File: config.mk
export PLATFORM = sky130hd
export DESIGN_NAME = gp_input_conditioner
export DESIGN_NICKNAME = d
export VERILOG_FILES = /design/src/rtl/gp_input_conditioner_pkg.sv /design/src/rtl/gp_sync_filter.sv /design/src/rtl/gp_input_conditioner.sv
export SDC_FILE = /design/constraint.sdc
export NUM_CORES = 1
export LEC_CHECK = 0
export BUFFER_PORTS_ARGS = -buffer_cell sky130_fd_sc_hd__buf_4
export CELL_PAD_IN_SITES_DETAIL_PLACEMENT = 0
export CELL_PAD_IN_SITES_GLOBAL_PLACEMENT = 1
export CORE_AREA = 3 3 71 73
export DETAILED_ROUTE_END_ITERATION = 8
export DIE_AREA = 0 0 74 76
export GPL_ROUTABILITY_DRIVEN = 0
export PLACE_DENSITY_LB_ADDON = 0.1
export SYNTH_ARGS = -nofsm -noshare
export SYNTH_HDL_FRONTEND = slang
export SYNTH_SLANG_ARGS = --single-unit
export TNS_END_PERCENT = 20
File: constraint.sdc
create_clock -name clk_i -period 6 [get_ports clk_i]
set_clock_uncertainty 0.2 [all_clocks]
set_input_delay 0.3 -clock clk_i [delete_from_list [all_inputs] [get_ports clk_i]]
set_output_delay 0.3 -clock clk_i [all_outputs]
set_load 0.01 [all_outputs]
File: src/rtl/gp_input_conditioner_pkg.sv
// Shared constants for the general-purpose input conditioner.
// Holds the edge-mode encoding and a constant-width helper.
package gp_input_conditioner_pkg;

    localparam logic [1:0] EDGE_RISE = 2'b00;
    localparam logic [1:0] EDGE_FALL = 2'b01;
    localparam logic [1:0] EDGE_BOTH = 2'b10;
    localparam logic [1:0] EDGE_NONE = 2'b11;

    function automatic int clog2(input int value);
        int res;
        res = 0;
        for (int i = 0; i < 31; i++) begin
            if ((1 << i) < value) res = i + 1;
        end
        return res;
    endfunction

endpackage

File: src/rtl/gp_sync_filter.sv
// Synchroniser chain followed by a glitch filter on the selected source.
// Ports: clk_i/rst_i, src_i raw source, blank_i forces level to track sync,
// filter_len_i extra stable cycles, sync_o synchroniser output, level_o filtered level.
module gp_sync_filter
    import gp_input_conditioner_pkg::*;
#(
    parameter int SYNC_STAGES = 2,
    parameter int FILT_W      = 4
) (
    input  logic              clk_i,
    input  logic              rst_i,
    input  logic              src_i,
    input  logic              blank_i,
    input  logic [FILT_W-1:0] filter_len_i,
    output logic              sync_o,
    output logic              level_o
);

    logic [SYNC_STAGES-1:0] sync_q;
    logic [FILT_W-1:0]      cnt_q, cnt_d;
    logic                   level_q, level_d;

    assign sync_o  = sync_q[SYNC_STAGES-1];
    assign level_o = level_q;

    // Counter runs only while the synchronised value disagrees with the
    // filtered level; any agreement restarts the stability window.
    always_comb begin
        cnt_d   = '0;
        level_d = level_q;
        if (blank_i) begin
            level_d = sync_o;
        end else if (sync_o != level_q) begin
            if (cnt_q == filter_len_i) begin
                level_d = sync_o;
            end else begin
                cnt_d = cnt_q + 1'b1;
            end
        end
    end

    always_ff @(posedge clk_i) begin
        if (rst_i) begin
            sync_q  <= '0;
            cnt_q   <= '0;
            level_q <= 1'b0;
        end else begin
            sync_q  <= {sync_q[SYNC_STAGES-2:0], src_i};
            cnt_q   <= cnt_d;
            level_q <= level_d;
        end
    end

endmodule

File: src/rtl/gp_input_conditioner.sv
// Selectable input conditioner: source mux, sync/filter, blanking on source
// switch, edge-selected trigger/capture pulses and a saturating event counter.
// Ports: input_i/sw_in_i sources, input_sel_i, trigger/capture_selection_i modes,
// filter_len_i, clr_i; outputs trig_o, capture_o, level_o, event_cnt_o.
module gp_input_conditioner
    import gp_input_conditioner_pkg::*;
#(
    parameter int  NUM_INPUTS  = 15,
    parameter int  SYNC_STAGES = 2,
    parameter int  FILT_W      = 4,
    parameter int  CNT_W       = 16,
    localparam int SEL_W       = clog2(NUM_INPUTS + 1)
) (
    input  logic                  clk_i,
    input  logic                  rst_i,
    input  logic [NUM_INPUTS:1]   input_i,
    input  logic [SEL_W-1:0]      input_sel_i,
    input  logic                  sw_in_i,
    input  logic [1:0]            trigger_selection_i,
    input  logic [1:0]            capture_selection_i,
    input  logic [FILT_W-1:0]     filter_len_i,
    input  logic                  clr_i,
    output logic                  trig_o,
    output logic                  capture_o,
    output logic                  level_o,
    output logic [CNT_W-1:0]      event_cnt_o
);

    localparam int BLK_W = clog2(SYNC_STAGES + 1);

    logic             src;
    logic             sync_out;
    logic             level;
    logic [SEL_W-1:0] sel_q;
    logic [BLK_W-1:0] blank_q, blank_d;
    logic             sel_change;
    logic             blank;
    logic             level_prev_q;
    logic             rise, fall;
    logic             trig_q, trig_d;
    logic             cap_q, cap_d;
    logic [CNT_W-1:0] cnt_q, cnt_d;

    function automatic logic edge_hit(input logic [1:0] mode,
                                      input logic r, input logic f);
        logic hit;
        unique case (mode)
            EDGE_RISE: hit = r;
            EDGE_FALL: hit = f;
            EDGE_BOTH: hit = r | f;
            EDGE_NONE: hit = 1'b0;
        endcase
        return hit;
    endfunction

    always_comb begin
        src = 1'b0;
        if (input_sel_i == '0) begin
            src = sw_in_i;
        end else begin
            for (int k = 1; k <= NUM_INPUTS; k++) begin
                if (input_sel_i == SEL_W'(k)) src = input_i[k];
            end
        end
    end

    // A source switch blanks the path until the new source has fully
    // propagated through the synchroniser, so stale history cannot pulse.
    assign sel_change = (input_sel_i != sel_q);
    assign blank      = sel_change || (blank_q != '0);

    always_comb begin
        blank_d = '0;
        if (sel_change) begin
            blank_d = BLK_W'(SYNC_STAGES);
        end else if (blank_q != '0) begin
            blank_d = blank_q - 1'b1;
        end
    end

    gp_sync_filter #(
        .SYNC_STAGES (SYNC_STAGES),
        .FILT_W      (FILT_W)
    ) u_sync_filter (
        .clk_i        (clk_i),
        .rst_i        (rst_i),
        .src_i        (src),
        .blank_i      (blank),
        .filter_len_i (filter_len_i),
        .sync_o       (sync_out),
        .level_o      (level)
    );

    assign rise = level & ~level_prev_q;
    assign fall = ~level & level_prev_q;

    always_comb begin
        trig_d = 1'b0;
        cap_d  = 1'b0;
        cnt_d  = cnt_q;
        if (input_sel_i == '0) begin
            trig_d = level;
        end else if (!blank) begin
            trig_d = edge_hit(trigger_selection_i, rise, fall);
        end
        if (!blank) begin
            cap_d = edge_hit(capture_selection_i, rise, fall);
        end
        if (clr_i) begin
            cnt_d = '0;
        end else if (cap_q && !blank && (cnt_q != '1)) begin
            cnt_d = cnt_q + 1'b1;
        end
    end

    always_ff @(posedge clk_i) begin
        if (rst_i) begin
            sel_q        <= input_sel_i;
            blank_q      <= BLK_W'(SYNC_STAGES);
            level_prev_q <= 1'b0;
            trig_q       <= 1'b0;
            cap_q        <= 1'b0;
            cnt_q        <= '0;
        end else begin
            sel_q        <= input_sel_i;
            blank_q      <= blank_d;
            level_prev_q <= blank ? sync_out : level;
            trig_q       <= trig_d;
            cap_q        <= cap_d;
            cnt_q        <= cnt_d;
        end
    end

    assign trig_o      = trig_q;
    assign capture_o   = cap_q;
    assign level_o     = level;
    assign event_cnt_o = cnt_q;

endmodule

After elaboration in Yosys (flattened, before gate mapping)

Cells that the tools add are included.

Bits in registers: 32
Output and inout port bits: 19
Word-level logic and storage cells: 86

Add/subtract/negate cells: 3
Eq/ne operators: 25
Muxes and demuxes: 25
Bitwise operators: 7
Reductions and logical operators: 16

Operators with widths:

| operator                                             | count |
|---|---|
| equality test 4 bit (second input constant)          | 8 |
| 2-to-1 mux 1 bit                                     | 22 |
| adder 16 x 1 -> 16 bit (second input constant)       | 1 |
| equality test 4 x 3 -> 1 bit (second input constant) | 4 |
| != test 16 bit (second input constant)               | 1 |
| equality test 2 bit (second input constant)          | 4 |
| equality test 4 x 2 -> 1 bit (second input constant) | 2 |
| case mux 1 bit (4 select lines)                      | 2 |
| nonzero test 2 bit                                   | 3 |
| OR reduction 2 bit                                   | 3 |
| adder 4 x 1 -> 4 bit (second input constant)         | 1 |
| equality test 2 x 1 -> 1 bit (second input constant) | 2 |
| equality test 4 x 1 -> 1 bit (second input constant) | 1 |
| equality test 4 bit                                  | 1 |
| zero test 2 bit                                      | 2 |
| zero test 4 bit                                      | 1 |
| != test 4 bit                                        | 1 |
| inverter 1 bit                                       | 4 |
| OR reduction 4 bit                                   | 1 |
| OR reduction 3 bit                                   | 1 |
| AND 1 bit                                            | 2 |
| logical AND 1 bit                                    | 2 |
| 2-to-1 mux 2 bit                                     | 1 |
| AND reduction 2 bit                                  | 1 |
| other kinds (5)                                      | 5 |

Depth between registers and ports, before layout

Gate-level depths: netlist of run 1.

Depth in word-level cells: 17
Depth in mapped cells: 8

Hierarchy

A second synthesis of run 1 with hierarchy kept.

Cells, all modules: 197
Area, all modules: 1724.2 µm²

Modules (own cells, without submodules):

| module               | times used | cells an instance | area an instance (µm²) |
|---|---|---|---|
| gp_input_conditioner | 1          | 169               | 1430.1 |
| gp_sync_filter       | 1          | 28                | 294.0 |

Least setup slack after synthesis of run 1

No wires, ideal clock.

Path type: input-to-reg
From: input port input_sel_i[3]
To: register cnt_q[13], in the netlist event_cnt_o[13]
Library setup time: 0.070 ns
Arrival time: 2.011 ns
Path slack: 3.719 ns
Stages: 7
Buffers on the path: 2
Path through: buf_2 xnor2_2 nand4_2 or4b_4 buf_6 or4_1 a21oi_1

Word-level cells in the longest chain between the ends: 5

RTL lines:

| item                            | line                        | source |
|---|---|---|
| start: declaration              | gp_input_conditioner.sv:17  | `input logic [SEL_W-1:0] input_sel_i,` |
| != test 4 bit                   | gp_input_conditioner.sv:69  | `assign sel_change = (input_sel_i != sel_q);` |
| logical OR 1 bit                | gp_input_conditioner.sv:70  | `assign blank = sel_change \|\| (blank_q != '0);` |
| zero test 1 bit                 | gp_input_conditioner.sv:111 | `end else if (cap_q && !blank && (cnt_q != '1)) begin` |
| logical AND 1 bit (2 in series) | gp_input_conditioner.sv:111 |  |
| end signal: assignment          | gp_input_conditioner.sv:130 | `cnt_q <= cnt_d;` |
| end: declaration                | gp_input_conditioner.sv:42  | `logic [CNT_W-1:0] cnt_q, cnt_d;` |

No other way between the ends.
A chain may end at the register's enable or synchronous reset.

Worst setup path in the final report of run 1

From: register cnt_q[6], in the netlist event_cnt_o[6]
To: register cnt_q[1], in the netlist event_cnt_o[1]

Word-level cells in the longest chain between the ends: 2

RTL lines:

| item              | line |
|---|---|
| != test 16 bit    | gp_input_conditioner.sv:111 |
| logical AND 1 bit | gp_input_conditioner.sv:111 |

No other way between the ends.

==> results by group, run 1 <==
Cells and area
  – Diode count: 0
  – Area Growth Syn to Fin: 24.52%
  – Share of final-layout standard cells stronger than drive strength 1: 0.2539
  – Sequential cell area: 640.6 µm²
  – Area of the multi-input gates: 1109 µm²
  – Total of fill cells in the finished design: 435
  – Number of nets in the finished design: 290

Yosys
  – Post-synthesis sequential element count: 32
  – Sequential area share after synthesis: 0.3488
  – Synthesized area per cell: 8.583 µm²
  – Adder-cell area share of the yosys netlist: 0.02725
  – Synth top area share: 0.3488
  – Synthesized-area fraction occupied by and/or/nand/nor cells: 0.2779
  – Number of synthesized flops with an enable pin: 0
  – Synthesized Nets: 249
  – FFs w/ async S/R, synth: 0
  – Synthesized cell area: 1837 µm²
  – Area share of xor/xnor cells in the synthesized design: 0.06676
  – Top cells by area, synth: sky130_fd_sc_hd__dfxtp_1 35%, sky130_fd_sc_hd__a21oi_1 4.6%, sky130_fd_sc_hd__o21ai_0 3.8%, sky130_fd_sc_hd__nor2_1 3.5%, sky130_fd_sc_hd__mux2i_1 3.3%
  – Yosys warning count: 0
  – Dominant register cell in the synthesized netlist: sky130_fd_sc_hd__dfxtp_1
  – Share of synthesized area spent on multiplexers: 0.03883
  – Mapped Cells: 214
  – Compound-Gate Fraction of Synth Area: 0.1928
  – Synth top cells by count: 32 x sky130_fd_sc_hd__dfxtp_1, 17 x sky130_fd_sc_hd__a21oi_1, 17 x sky130_fd_sc_hd__nor2_1, 14 x sky130_fd_sc_hd__o21ai_0, 10 x sky130_fd_sc_hd__clkbuf_1
  – Unique masters post-synth: 48
  – Dominant combinational cell family by area after synthesis: simple AND/OR/NAND/NOR gates
  – Most numerous cell in the Yosys netlist: sky130_fd_sc_hd__dfxtp_1
  – Library cell with the largest summed area after synthesis: sky130_fd_sc_hd__dfxtp_1

Pwr
  – Reported leakage power: 0.9007 nW
  – Largest vdd supply drop: 0.1004 mV
  – Clk network pwr share: 0.388
  – Power density relative to cell area: 189.7 nW/µm²
  – Proportion of total power due to net switching: 0.2257
  – Net Sw Power: 0.09794 mW
  – Comb power frac: 0.109
  – Sequential share of power: 0.504
  – Internal portion of total power: 0.3360 mW

Outcome
  – Outcome: complete, no violations

CTS
  – Hold buffer count at cts: 0
  – TritonCTS clock tree: done
  – # Post-CTS Setup Buffers: 0
  – Clock root buffer master: sky130_fd_sc_hd__clkbuf_8
  – Number of buffers created by CTS: 5
  – Cells resized by post-CTS repair: 0
  – H-tree depth: 2
  – Clock edge transition at the registers on the reported setup and hold paths: 0.06 ns
  – Max Root-Sink Buffers: 2
  – Source-to-sink clock delay at the later pin of the worst-skew pair: 0.28 ns
  – Number of clock sinks: 32

STA
  – Post-Route Setup TNS: 0 ns
  – Min setup slack post-route: 3.670 ns
  – Slew Limit Fails: 0
  – Final setup viols: 0
  – Number of endpoints with negative hold slack in the final report: 0
  – Setup repair after global routing missed its margin: false
  – Worst slew pin tran: 0.7493 ns
  – Normalized max-slew margin: 0.4986
  – Peak Freq: 429.3 MHz
  – Minimum clock period after layout: 2.330 ns
  – Period Utilization, post-route: 0.3883

Detailed routing
  – Number of optimization iterations in the first detailed-route pass: 4
  – Count of nets left with antenna violations after detail routing: 0
  – Detail-routed net length per standard cell: 13.10 µm
  – Number of vias per cell: 5.419
  – Vias: 1669
  – Total DRC errors in the routed layout: 0
  – Count of routing violations after the opening detailed-route iteration: 69
  – Total detailed-routing wirelength: 4.035 mm

Worst setup path
  – Critical R2R Capture: event_cnt_o[1]$_SDFFE_PP0P_
  – Depth of the most critical reg-to-reg path: 5
  – Critical Path Start Type: flip-flop
  – Worst-path cell chain: and4_1 -> nand3_1 -> nor2_1 -> o21ai_0 -> a21oi_1
  – Critical Path End Type: flip-flop
  – Worst endpoint data arrival time: 2.34 ns
  – Max stage delay cell, worst path: sky130_fd_sc_hd__nor2_1
  – Top Family by Delay on Critical Path: simple AND/OR/NAND/NOR gates
  – Type of the setup path with the least slack: flip-flop to flip-flop
  – Register-to-Register Setup Slack: 3.67 ns
  – Crit path max fanout: 13
  – Crit path buf inv count: 0
  – Critical path data required time: 6.01 ns
  – Worst stage delay on the critical path: 0.67 ns
  – Startpoint of the lowest-slack register-to-register path: event_cnt_o[6]$_SDFFE_PP0P_

Global routing
  – Maximum number of pins on one net before global-route repair: 24
  – GRT met3 Usage: 0.05013
  – Met2 Usage GRT: 0.2270
  – Number of global-route vias before repair: 1519
  – GR Overflow Total: 0
  – Overall track demand over capacity in global routing: 0.1518
  – GRT met1 Usage: 0.2080
  – Number of antenna violations at the first check in global routing: 0
  – Wire length of the first global-routing pass: 6.948 mm
  – Layer carrying the most global-route usage: met2

Min path
  – Hold Path Sink: sel_q[1]$_DFF_P_
  – Depth of the worst hold-timing path: 1
  – Hold path start: input_sel_i[1]
  – Type of the most critical hold path: input port to flip-flop

Placement
  – Place WS: 3.529 ns
  – Final HPWL DP: 2.930 mm
  – Port bufs: 49

Die
  – Std-Cell Rows: 24
  – Die H: 76 µm
  – Initial cell density of the core: 0.4161
  – Number of placed I/O pins: 50
  – Full die area: 5624 µm²
  – Floorplan core area: 4414 µm²
  – Floorplan die width: 74 µm

Flow run
  – Max-capacitance violation count: 0
==> area by class of cell <==
class | count | share of cell area
Clock buffer | 8 | 0.03939
Inverter | 4 | 0.006565
Multi-Input combinational cell | 163 | 0.4847
Sequential cell | 32 | 0.2801
Tap cell | 52 | 0.02845
Timing Repair Buffer | 49 | 0.1608
==> power by group through the flow <==
stage	Combinational [mW]	Clock [mW]	Sequential [mW]
final	0.0472	0.168	0.218
after global routing	0.0530	0.186	0.219
after CTS	0.0478	0.174	0.218
after detailed placement	0.0476	0	0.223
after global placement	0.0475	0	0.223
after floorplan	0.0277	0	0.223
==> placed cells by master, fill, tap and decap left out, types with 3 or more instances in the layout <==
master                      Yosys  layout
sky130_fd_sc_hd__inv_1          4       4
sky130_fd_sc_hd__nor4_1         5       5
sky130_fd_sc_hd__nand3_1        6       6
sky130_fd_sc_hd__a21oi_1       17      17
sky130_fd_sc_hd__ha_1           4       4
sky130_fd_sc_hd__nor3b_1        4       4
sky130_fd_sc_hd__a31oi_1        5       5
sky130_fd_sc_hd__mux2i_1        6       6
sky130_fd_sc_hd__dfxtp_1       32      32
sky130_fd_sc_hd__or2_2          3       3
sky130_fd_sc_hd__o31ai_1        6       6
sky130_fd_sc_hd__nand2b_1       4       4
sky130_fd_sc_hd__nand2_1        9       9
sky130_fd_sc_hd__o2111ai_1      3       3
sky130_fd_sc_hd__o21ai_0       14      14
sky130_fd_sc_hd__nor4bb_1       3       3
sky130_fd_sc_hd__nor2b_1        3       3
sky130_fd_sc_hd__nor2_1        17      17
sky130_fd_sc_hd__clkbuf_8       0       6
sky130_fd_sc_hd__nand4_1        3       3
sky130_fd_sc_hd__and3_1         5       5
sky130_fd_sc_hd__xor2_1         5       5
sky130_fd_sc_hd__or4_1          6       6
sky130_fd_sc_hd__or3_1          7       7
sky130_fd_sc_hd__xnor2_1        4       4
sky130_fd_sc_hd__buf_4          0      49
==> per-layer routing <==
metal	wire (µm)	up-vias	share of wire
met5	0	-	0
met4	36	0	0.0089
met3	228	5	0.057
met2	1859	32	0.46
met1	1911	752	0.47
li1	-	880	-
==> worst max-delay path by stage <==
stage / slack [ns] / startpoint / cells after the start / end
after floorplan: 3.72 / input_sel_i[3] / 7 / event_cnt_o[13]$_SDFFE_PP0P_
after global placement: 3.57 / input_sel_i[1] / 6 / event_cnt_o[9]$_SDFFE_PP0P_
after detailed placement: 3.53 / input_sel_i[2] / 6 / event_cnt_o[11]$_SDFFE_PP0P_
after CTS: 3.65 / sel_q[0]$_DFF_P_ / 5 / event_cnt_o[11]$_SDFFE_PP0P_
after global routing: 3.39 / event_cnt_o[6]$_SDFFE_PP0P_ / 5 / event_cnt_o[0]$_SDFFE_PP0P_
final: 3.67 / event_cnt_o[6]$_SDFFE_PP0P_ / 5 / event_cnt_o[1]$_SDFFE_PP0P_
==> cell families (layout without fill, tap and decap cells) <==
| kind of cell | after synthesis | after routing |
|---|---|---|
| AOI/OAI and AO/OA | 56 | 56 |
| buffers and inverters | 19 | 61 |
| adders and majority gates | 4 | 4 |
| DFF | 32 | 32 |
| muxes | 7 | 7 |
| and+or+nand+nor | 85 | 85 |
| xor gates and xnor gates | 11 | 11 |
==> flip-flops by register name, indices dropped and copies added (netlist names) <==
name	count
u_sync_filter.cnt_q	4
trig_o	1
u_sync_filter.sync_q	2
sel_q	4
level_prev_q	1
capture_o	1
u_sync_filter.level_o	1
blank_q	2
event_cnt_o	16
==> metrics by stage <==
stage                 util  area, µm²  instances  power [mW]  hold WS (ns)
global route        0.5181       2287        308      0.4581       0.04154
finish              0.5181       2287        308      0.4339       0.03807
floorplan                -       1837        214      0.2506        0.1277
CTS                 0.5181       2287        308      0.4405       0.02969
detailed placement  0.4977       2197        300      0.2708        0.2471
global placement    0.4977       2197        300      0.2708        0.2392
(Power assumes the default switching activity.)
==> run 2: changes to the inputs <==
- ABC_AREA: unset -> 1
- CORE_AREA: 3 3 71 73 -> 3 3 76 78
- DIE_AREA: 0 0 74 76 -> 0 0 79 81
- clock period: 6 -> 2.19 ns (I/O delays scaled with it)
==> run 2 against run 1 <==
Net effect:
- sequential power rose to 2.7 times the previous value
- critical endpoint is now event_cnt_o[14]$_SDFFE_PP0P_
- clock power rose to 2.8 times the previous value
- critical path type is now input port to flip-flop
- die area rose by 14%
- highest routed layer unchanged
- combinational power rose to 2.8 times the previous value
- wire length rose by 10%
==> results by group, run 2 <==
Yosys
  – Synthesized Nets: 301 (+21%)
  – Dominant register cell in the synthesized netlist: sky130_fd_sc_hd__dfxtp_1
  – Yosys warning count: 0 (unchanged)
  – Synthesized area per cell: 7.098 µm² (-17%)
  – Unique masters post-synth: 27 (-44%)
  – Sequential area share after synthesis: 0.3393 (-0.009476)
  – Most numerous cell in the Yosys netlist: sky130_fd_sc_hd__nand2_1
  – Mapped Cells: 266 (+24%)
  – Synth top cells by count: 57 x sky130_fd_sc_hd__nand2_1, 33 x sky130_fd_sc_hd__inv_1, 32 x sky130_fd_sc_hd__dfxtp_1, 27 x sky130_fd_sc_hd__nor2_1, 24 x sky130_fd_sc_hd__nand3_1
  – FFs w/ async S/R, synth: 0 (unchanged)
  – Post-synthesis sequential element count: 32 (unchanged)
  – Top cells by area, synth: sky130_fd_sc_hd__dfxtp_1 34%, sky130_fd_sc_hd__nand2_1 11%, sky130_fd_sc_hd__xor2_1 7.0%, sky130_fd_sc_hd__inv_1 6.6%, sky130_fd_sc_hd__nand3_1 6.4%
  – Synth top area share: 0.3393 (-0.009476)
  – Synthesized cell area: 1888 µm² (+2.8%)
  – Library cell with the largest summed area after synthesis: sky130_fd_sc_hd__dfxtp_1
  – Number of synthesized flops with an enable pin: 0 (unchanged)

Cells and area
  – Most frequent cells in the layout: 59 x sky130_fd_sc_hd__buf_4, 57 x sky130_fd_sc_hd__nand2_1, 33 x sky130_fd_sc_hd__inv_1
  – Total of fill cells in the finished design: 578 (+33%)
  – Area Growth Syn to Fin: 34.19%
  – Sequential cell area: 640.6 µm² (unchanged)
  – Number of nets in the finished design: 368 (+27%)
  – Diode count: 0 (unchanged)
  – Area of the multi-input gates: 1049 µm² (-5.4%)
  – Share of final-layout standard cells stronger than drive strength 1: 0.2275 (-0.02636)
  – Most common library cell in the layout ignoring fill and taps: sky130_fd_sc_hd__buf_4
  – Flip-flop count of the largest register, all copies and words added: 16 (unchanged)

CTS
  – Clock edge transition at the registers on the reported setup and hold paths: 0.06 ns (about the same)
  – Number of clock sinks: 32 (unchanged)
  – Max Root-Sink Buffers: 2 (unchanged)
  – Cells resized by post-CTS repair: 0 (unchanged)
  – Number of buffers created by CTS: 5 (unchanged)
  – H-tree depth: 2 (unchanged)
  – Source-to-sink clock delay at the later pin of the worst-skew pair: 0.28 ns (about the same)
  – Clock root buffer master: sky130_fd_sc_hd__clkbuf_8
  – TritonCTS clock tree: done

Global routing
  – Maximum number of pins on one net before global-route repair: 19 (-21%)
  – Number of antenna violations at the first check in global routing: 0 (unchanged)
  – Number of global-route vias before repair: 1737 (+14%)
  – Overall track demand over capacity in global routing: 0.1487 (-0.003128)
  – Wire length of the first global-routing pass: 7.679 mm (+11%)
  – GR Overflow Total: 0 (unchanged)

Pwr
  – Reported leakage power: 1.123 nW (+25%)
  – Comb power frac: 0.112 (+0.003)
  – Largest vdd supply drop: 0.2031 mV (+100%)
  – Sequential share of power: 0.499 (-0.005)
  – Internal portion of total power: 0.9195 mW (+170%)
  – Clk network pwr share: 0.390 (+0.002)
  – Power density relative to cell area: 471.7 nW/µm² (+150%)
  – Power Total: 1.195 mW (+180%)
  – Net Sw Power: 0.2757 mW (+180%)
  – Proportion of total power due to net switching: 0.2306 (+0.004928)

STA
  – Slew Limit Fails: 0 (unchanged)
  – Final setup viols: 0 (unchanged)
  – Setup repair after global routing missed its margin: false
  – Number of endpoints with negative hold slack in the final report: 0 (unchanged)
  – Minimum clock period after layout: 2.030 ns
  – Normalized max-slew margin: 0.6440 (+0.1454)
  – Worst slew pin tran: 0.5334 ns (-0.2159 ns)
  – Post-Route Setup TNS: 0 ns (unchanged)
  – Period Utilization, post-route: 0.9267
  – Peak Freq: 492.7 MHz

Flow run
  – Max-capacitance violation count: 0 (unchanged)

Outcome
  – Outcome: complete, no violations

Worst setup path
  – Critical R2R Capture: event_cnt_o[14]$_SDFFE_PP0P_
  – Most Frequent Cell on Critical Path: sky130_fd_sc_hd__buf_4
  – Register-to-Register Setup Slack: 0.40 ns (-3.27 ns)
  – Type of the setup path with the least slack: input port to flip-flop
  – Critical path data required time: 2.19 ns (-3.82 ns)
  – Crit path max fanout: 11 (-2)
  – Critical Path End Type: flip-flop
  – Critical Path Start Type: input port
  – Top Family by Delay on Critical Path: buffers and inverters
  – Depth of the most critical reg-to-reg path: 7 (+2)
  – Worst endpoint data arrival time: 2.03 ns (-0.31 ns)
  – Worst stage delay on the critical path: 0.54 ns (-0.13 ns)
  – Startpoint of the lowest-slack register-to-register path: sel_q[1]$_DFF_P_
  – Max stage delay cell, worst path: sky130_fd_sc_hd__dlygate4sd3_1
  – Worst-path cell chain: dlygate4sd3_1 -> buf_4 -> or2_0 -> a21oi_2 -> nand4_4 -> nor2_8 -> buf_4 -> nand3_1 -> a21oi_1
  – Crit path buf inv count: 3 (+3)

Min path
  – Hold path start: input_i[15]
  – Hold Path Sink: u_sync_filter.sync_q[0]$_SDFF_PP0_
  – Type of the most critical hold path: input port to flip-flop
  – Depth of the worst hold-timing path: 5 (+4)

Detailed routing
  – Number of vias per cell: 4.522 (-17%)
  – Vias: 1827 (+9.5%)
  – Total detailed-routing wirelength: 4.440 mm (+10%)
  – Count of routing violations after the opening detailed-route iteration: 55 (-20%)
  – Detail-routed net length per standard cell: 10.99 µm (-16%)
  – Number of optimization iterations in the first detailed-route pass: 4 (unchanged)
  – Total DRC errors in the routed layout: 0 (unchanged)
  – Count of nets left with antenna violations after detail routing: 0 (unchanged)

Die
  – Number of placed I/O pins: 50 (unchanged)
  – Die H: 81 µm (+6.6%)
  – Floorplan core area: 5140 µm² (+16%)
  – Floorplan die width: 79 µm (+6.8%)
  – Std-Cell Rows: 26 (+8.3%)
  – Initial cell density of the core: 0.3673 (-0.04877)
  – Full die area: 6399 µm² (+14%)

Placement
  – Final HPWL DP: 3.293 mm (+12%)
  – Port bufs: 49 (unchanged)
[run 2: cell types whose count changed in the layout (fill, tap and decap cells not counted), sizes merged, moves of 7 or more]
cell         change
nor2            +12
nand3           +20
inv             +29
xor2            +10
dlygate4sd3     +10
buf             +10
or3              -7
nand2           +49
[run 2: cells by family (layout without fill, tap and decap cells)]
logic type      Yosys count  after routing  share of synthesized area
simple gates            134            134                     0.3347
compound gates           32             32                    0.09212
buf+inv                  42            110                     0.1054
fa+ha+maj                 4              4                    0.02651
flops                    32             32                     0.3393
xor+xnor                 22             22                     0.1021
[run 2: layout make-up]
class | instances | area share
Inverter | 33 | 0.04889
Timing Repair Buffer | 69 | 0.2143
Sequential cell | 32 | 0.2528
Tap cell | 70 | 0.03457
Multi-Input combinational cell | 192 | 0.4138
Clock buffer | 8 | 0.03556
[run 2: how the worst max path moves through the flow]
stage | slack, ns | cells past startpoint | end | startpoint
2_1_floorplan | 0.25 | 8 | event_cnt_o[0]$_SDFFE_PP0P_ | event_cnt_o[0]$_SDFFE_PP0P_
3_3_place_gp | 0.33 | 7 | event_cnt_o[11]$_SDFFE_PP0P_ | sel_q[1]$_DFF_P_
3_5_place_dp | 0.30 | 7 | event_cnt_o[5]$_SDFFE_PP0P_ | sel_q[1]$_DFF_P_
4_1_cts | 0.07 | 9 | event_cnt_o[13]$_SDFFE_PP0P_ | input_sel_i[1]
5_1_grt | 0.06 | 9 | event_cnt_o[14]$_SDFFE_PP0P_ | input_sel_i[1]
6_report | 0.16 | 9 | event_cnt_o[14]$_SDFFE_PP0P_ | input_sel_i[1]
[run 2: repair_timing]
action                                  in CTS  in global routing
setup buffers                                0                  4
endpoints found under the setup margin       0                 15
hold buffers                                10                  0
endpoints found under the hold margin       13                  0
[run 2: layer usage]
metal | share of wire | up-vias | track usage
li1 | - | 988 | -
met1 | 0.51 | 794 | 0.2069
met2 | 0.43 | 39 | 0.2290
met3 | 0.050 | 6 | 0.03659
met4 | 0.012 | 0 | 0.04124
met5 | 0 | - | 0
[run 2: worst reg2reg max path: stages (launching register included)]
cell and delay, ns:
sky130_fd_sc_hd__dfxtp_1 0.30, sky130_fd_sc_hd__or2_0 0.23, sky130_fd_sc_hd__a21oi_2 0.21, sky130_fd_sc_hd__nand4_4 0.17, sky130_fd_sc_hd__nor2_8 0.22, sky130_fd_sc_hd__buf_4 0.18, sky130_fd_sc_hd__nand3_1 0.08, sky130_fd_sc_hd__a21oi_1 0.13
[run 2: power groups by stage]
stage	registers [mW]	clock network, mW	logic (mW)
floorplan	0.609	0	0.0679
global placement	0.609	0	0.122
detailed placement	0.609	0	0.122
CTS	0.596	0.485	0.136
global route	0.597	0.508	0.152
finish	0.596	0.466	0.133
[run 2: per-stage QoR]
stage               instance area (µm²)  instances  hold slack (ns)  setup WS [ns]    util
finish                             2534        404          0.01985         0.1604  0.4929
global route                       2534        404          0.04286        0.05608  0.4929
CTS                                2504        400          0.01674        0.07021  0.4871
detailed placement                 2313        382          0.08723         0.2995  0.4501
global placement                   2313        382          0.08598         0.3338  0.4501
floorplan                          1888        266         -0.06278         0.2488       -
